## src/rtl/perf_mmio_bridge.sv

```systemverilog
// CPU data-port bridge: serves the perf-counter MMIO window locally (read = counter value,
// write = clear strobe) and forwards every other access to the data cache unchanged.
module perf_mmio_bridge #(
    parameter logic [15:0] WIN_BASE = 16'hFFE8
) (
    input  logic        clk,
    input  logic        rst,
    input  logic [15:0] cpu_address,
    input  logic        cpu_read,
    input  logic        cpu_write,
    input  logic [1:0]  cpu_wmask,
    input  logic [15:0] cpu_wdata,
    output logic        cpu_resp,
    output logic [15:0] cpu_rdata,
    output logic [15:0] dn_address,
    output logic        dn_read,
    output logic        dn_write,
    output logic [1:0]  dn_wmask,
    output logic [15:0] dn_wdata,
    input  logic        dn_resp,
    input  logic [15:0] dn_rdata,
    output logic [15:0] ctr_address,
    output logic        ctr_clear,
    input  logic [15:0] ctr_rdata
);

    typedef enum logic [2:0] {
        IDLE,
        CTR_RD,
        CTR_WR,
        CTR_RESP,
        MEM_WAIT
    } state_t;

    state_t      state_q, state_d;
    logic [15:0] a_q, a_d;
    logic        r_q, r_d;
    logic        w_q, w_d;
    logic [1:0]  m_q, m_d;
    logic [15:0] d_q, d_d;
    logic [15:0] rdata_q, rdata_d;

    logic req;
    logic in_win;

    assign req    = cpu_read | cpu_write;
    assign in_win = (cpu_address >= WIN_BASE);

    always_ff @(posedge clk) begin
        if (rst) begin
            state_q <= IDLE;
            a_q     <= '0;
            r_q     <= 1'b0;
            w_q     <= 1'b0;
            m_q     <= '0;
            d_q     <= '0;
            rdata_q <= '0;
        end else begin
            state_q <= state_d;
            a_q     <= a_d;
            r_q     <= r_d;
            w_q     <= w_d;
            m_q     <= m_d;
            d_q     <= d_d;
            rdata_q <= rdata_d;
        end
    end

    // Request fields are captured only on acceptance; later states work from the copies.
    always_comb begin
        state_d = state_q;
        a_d     = a_q;
        r_d     = r_q;
        w_d     = w_q;
        m_d     = m_q;
        d_d     = d_q;
        rdata_d = rdata_q;
        case (state_q)
            IDLE: begin
                if (req) begin
                    a_d = cpu_address;
                    r_d = cpu_read;
                    w_d = cpu_write;
                    m_d = cpu_wmask;
                    d_d = cpu_wdata;
                    if (in_win) begin
                        state_d = cpu_write ? CTR_WR : CTR_RD;
                    end else begin
                        state_d = MEM_WAIT;
                    end
                end
            end
            CTR_RD: begin
                rdata_d = ctr_rdata;
                state_d = CTR_RESP;
            end
            CTR_WR: begin
                rdata_d = '0;
                state_d = CTR_RESP;
            end
            CTR_RESP: begin
                state_d = IDLE;
            end
            MEM_WAIT: begin
                if (dn_resp) begin
                    state_d = IDLE;
                end
            end
            default: begin
                state_d = IDLE;
            end
        endcase
    end

    always_comb begin
        cpu_resp    = 1'b0;
        cpu_rdata   = '0;
        dn_address  = '0;
        dn_read     = 1'b0;
        dn_write    = 1'b0;
        dn_wmask    = '0;
        dn_wdata    = '0;
        ctr_address = '0;
        ctr_clear   = 1'b0;
        case (state_q)
            CTR_RD: begin
                ctr_address = a_q;
            end
            CTR_WR: begin
                ctr_address = a_q;
                ctr_clear   = (m_q != 2'b00);
            end
            CTR_RESP: begin
                cpu_resp  = 1'b1;
                cpu_rdata = rdata_q;
            end
            MEM_WAIT: begin
                dn_address = a_q;
                dn_read    = r_q;
                dn_write   = w_q;
                dn_wmask   = m_q;
                dn_wdata   = d_q;
                // Cache completion is forwarded combinationally in the same cycle.
                if (dn_resp) begin
                    cpu_resp  = 1'b1;
                    cpu_rdata = dn_rdata;
                end
            end
            default: begin
            end
        endcase
    end

endmodule
```

## config.mk

```make
export PLATFORM = sky130hd
export DESIGN_NAME = perf_mmio_bridge
export DESIGN_NICKNAME = d
export VERILOG_FILES = /design/src/rtl/perf_mmio_bridge.sv
export SDC_FILE = /design/constraint.sdc
export NUM_CORES = 1
export LEC_CHECK = 0
export CORE_AREA = 4 4 108 69
export CTS_CLUSTER_SIZE = 24
export DETAILED_ROUTE_END_ITERATION = 8
export DIE_AREA = 0 0 112 73
export GPL_TIMING_DRIVEN = 0
export PLACE_DENSITY = 0.85
export REMOVE_ABC_BUFFERS = 1
export SLEW_MARGIN = 20
export SYNTH_ARGS = -nofsm -noshare
export SYNTH_HDL_FRONTEND = slang
export SYNTH_SLANG_ARGS = --single-unit
```

## constraint.sdc

```tcl
create_clock -name clk -period 2.1 [get_ports clk]
set_clock_uncertainty 0.05 [all_clocks]
set_input_delay 0.21 -clock clk [delete_from_list [all_inputs] [get_ports clk]]
set_output_delay 0.21 -clock clk [all_outputs]
set_load 0.1 [all_outputs]
```

* After elaboration in Yosys (flattened, before gate mapping) *
Cells that the tools add are included.

word-level totals
  input port bits = 71
  bits in registers = 55
  logic and storage cells = 38

cells by class
  bitwise gates (word level) = 1
  multiplexer cells = 17
  order comparisons = 1
  equality and inequality tests = 6
  reductions and logical operators = 6

operators with widths
  kind                  count
  $mux 16               4
  $pmux 16 s2           2
  $ge 16x16->1 const B  1
  $mux 3                3
  $pmux 3 s3            1
  $eq 3x2->1 const B    2
  $mux 1                4
  $mux 2                2
  $ne 2x2->1 const B    2
  $reduce_and 2->1      2
  $reduce_bool 2->1     2
  $eq 3x1->1 const B    1
  $eq 3x3->1 const B    1
  $logic_not 3->1       1
  $pmux 1 s2            1
  $reduce_or 2->1       1
  $or 1x1->1            1

* Longest topological paths before layout *
  depth in word-level cells = 4
  depth in mapped cells = 7
  gate-level depth less buffers = 4

* Least setup slack after synthesis *
No wires, ideal clock.

  path kind = reg-to-output
  start = register state_q[1]
  end = output port ctr_clear
  cell stages (with the launch flop) = 4
  setup slack = -2109 ps
  arrival time = 3949 ps
  buffers on the path = 2
  cell sequence = dfxtp_1 > buf_4 > clkbuf_1 > nor4b_1

on the way
  word-level cells in the longest chain between the ends = 2

ends and longest elaborated chain
  what                      RTL line  text
  start: declaration        35        state_t state_q, state_d;
  start signal: assignment  59        state_q <= state_d;
  $eq 3x2->1                125       case (state_q)
  $mux 1                    125
  end: declaration          23        output logic ctr_clear,

Every way passes these cells.

* Worst setup path after layout *
  start = register state_q[1]
  end = output port cpu_rdata[9]

on the way
  word-level cells in the longest chain between the ends = 2

ends and longest elaborated chain
  what                                      RTL line  text
  $eq 3x3->1 or $eq 3x2->1 (tied branches)  125
  $pmux 16 s2 *                             125
  end: declaration                          14        output logic [15:0] cpu_rdata,

Every way passes the cells marked *; elsewhere a longest branch is shown, timed or not.

==> metrics.yaml <==
outcome:
  outcome: "complete, no violations"
routing:
  drt_drc_violations_left: 0
  met1Wirelength_um: 3937
  vias_per_cell: 5.014
  met3_wirelength_um: 683
  ant_nets: 0
  wl_per_cell_um: 15.91
  via_count: 2818
  topRoutingLayerUsed: "met4"
  drt-initial-drc-count: 113
  met2_wirelength_um: 4228
  drtPass1Iterations: 4
  drt_wl_total_um: 8940
critical_path:
  cp_data_required_time_ps: 1840
  worst_setup_path_category: "reg2out"
  end_kind: "output port"
  critical-path-slowest-cell: "dfxtp_4"
  cp_num_cells: 6
  timing.reg2reg.worst_path_depth: 5
  critPathMaxFanout: 18
  start_kind: "flop"
  cp.buffers_inverters: 3
  critical_path.cell_chain: "nor3b_4, buf_6, buf_12, and2_4, a22o_1, buf_12"
  worstPathArrival_ps: 1810
  max_stage_delay_ps: 410
  cp_common_cell: "buf_12"
  critical-path-top-delay-family: "buffers and inverters"
layout:
  final.fill_count: 540
  syn_to_final_growth_pct: 59.54
  final_common_cell: "nand2_1"
  fin_nets: 545
  insertedDiodeCount: 0
  final_layout_size_suffix_gt1_share_pct: 26.53
  final_cell_mix: "nand2_1, clkdlybuf4s50_1, and2_1, dfxtp_1, a21oi_1"
global_route:
  grt_pass1_vias: 2796
  antenna_violations_before_repair: 0
  globalRouteTotalUtil_pct: 20.79
  grt_remaining_overflow: 0
  grt_start_max_net_pins: 42
  grt_first_pass_wirelength_um: 13770
worst_hold_path:
  holdCritPathClass: "in2reg"
  hold_depth: 2
timing:
  share_of_the_cycle_needed_by_the_critical_path_after_routing_pct: 98.73
  setup_slack_ps: 26.58
  final-hold-violation-count: 0
  clock.fmax_ghz: 0.4823
  fin_setup_tns_ps: 0
  final_setup_violation_count: 0
  worst_margin_pin_slew_ps: 869.0
  worst_slew_slack_as_a_fraction_of_its_limit_pct: 41.84
  rsz_0062_raised_after_global_routing: "yes"
  period_needed_ps: 2073
  report.final.slew_viol_count: 0
clock_tree:
  hold_buffers: 0
  clock_latency_ps: 310
  cts_inserted_buffers: 5
  htree_num_levels: 2
  cts.root.buffer_cell: "clkbuf_8"
  clock-sinks: 55
  clkSlewWorstSetupHoldPaths_ps: 100
  cts_max_path_buffers: 2
  tritoncts_clock_tree: "yes"
synthesis:
  syn-mean-instance-area_um2: 8.161
  yosysWarningCount: 0
  netlist-cell-type-count: 33
  synth-seq-area-share_pct: 40.27
  synth.ff_latch_count: 55
  mappedNetlistArea_mm2: 0.002734
  synthCells: 335
placed_design:
  gp_congestion: 0.6816
  numPortBuffers: 140
  pre_cts_ws_ps: -1995
  dp_hpwl_um: 5953
floorplan:
  ios: 141
  die-area_mm2: 0.008176
  core_area_mm2: 0.006475
  die_height_um: 73
  start_util_pct: 42.22
  placement_rows: 23
  die_width_um: 112
flow_run:
  drv_cap: 0
pwr:
  leakage_power_uw: 0.001893
  cellPowerDensity_mw_per_mm2: 623.5
  highest_ir_drop_seen_on_vdd_mv: 0.3247
-- per-stage QoR --
stage               power (uW)  util (%)  area [um^2]  cells  hold slack, ps
floorplan                 1586         -         2546    305           229.1
global placement          1854     62.65         4056    532           388.1
detailed placement        1879     63.27         4096    534           392.4
CTS                       2720     66.11         4280    553           202.6
global route              2820     67.36         4362    562           218.4
finish                    2720     67.36         4362    562           207.2
-- kinds of logic (layout without fill, tap and decap cells) --
kind of cell | Yosys count | after routing | synth area share, %
flops | 55 | 55 | 40.27
buf+inv | 31 | 168 | 7.002
simple gates | 175 | 178 | 35.56
compound gates | 73 | 73 | 16.57
xor+xnor | 1 | 1 | 0.5951
-- state kept, by name (all words and copies together) (netlist names) --
register,count
r_q,1
rdata_q,16
d_q,16
state_q,3
a_q,16
w_q,1
m_q,2
-- timing repair --
item / CTS / global route
cloned: 3 / 0
setup buffers: 8 / 9
pin swaps: 3 / 2
endpoints found under the setup margin: 107 / 57
resized for setup: 408 / 46
-- final timing paths --
check | start | end | slack (ps)
hold reg to reg | d_q[8] | d_q[8] | 400
setup reg to reg | state_q[0] | a_q[5] | 150
hold / removal | rst | rdata_q[1] | 210
setup / recovery | state_q[1] | cpu_rdata[9] | 30
-- layout make-up --
type	count	area, um^2	area share [%]
multi-input cells	252	1515	34.74
repair buffers	159	1489	34.14
flip-flops and latches	55	1112	25.50
well taps	87	108.9	2.496
clock buffers	6	72.57	1.664
clock inverters	2	60.06	1.377
inverters	1	3.754	0.08606
-- synth_stat cells --
library cell | n | area [um^2]
nand2_1 | 72 | 270.3
dfxtp_1 | 55 | 1101
and2_1 | 53 | 331.6
a21oi_1 | 49 | 245.2
nor2_1 | 20 | 75.07
a22o_1 | 16 | 140.1
clkbuf_1 | 13 | 48.80
and4bb_2 | 9 | 112.6
nor4bb_1 | 7 | 70.07
buf_6 | 6 | 67.56
buf_4 | 5 | 37.54
a21oi_2 | 3 | 26.28
clkbuf_2 | 3 | 15.01
a21boi_1 | 2 | 15.01
buf_2 | 2 | 10.01
nand3_1 | 2 | 10.01
nand4_1 | 2 | 12.51
a221oi_1 | 1 | 8.760
a2bb2oi_1 | 1 | 8.760
and2b_1 | 1 | 7.510
and2b_2 | 1 | 8.760
and3b_2 | 1 | 10.01
dlygate4sd1_1 | 1 | 8.760
inv_1 | 1 | 3.750
nand2b_1 | 1 | 6.260
nand3b_1 | 1 | 7.510
nor3_4 | 1 | 16.27
nor3b_2 | 1 | 12.51
nor4_1 | 1 | 6.260
nor4b_1 | 1 | 8.760
o21ai_2 | 1 | 8.760
or2_2 | 1 | 6.260
xor2_2 | 1 | 16.27
-- routing by layer --
layer / vias up / GRT usage [%]
met3: 9 / 6.214
li1: 1408 / -
met2: 102 / 35.59
met5: - / 0
met4: 0 / 5.467
met1: 1299 / 25.95
-- report_power, final --
part,switching [uW],internal [uW]
Clock,347,477
Combinational,485,284
Sequential,31.9,1090
Total,864,1860
No activity file was read; power rests on OpenSTA's default activity.
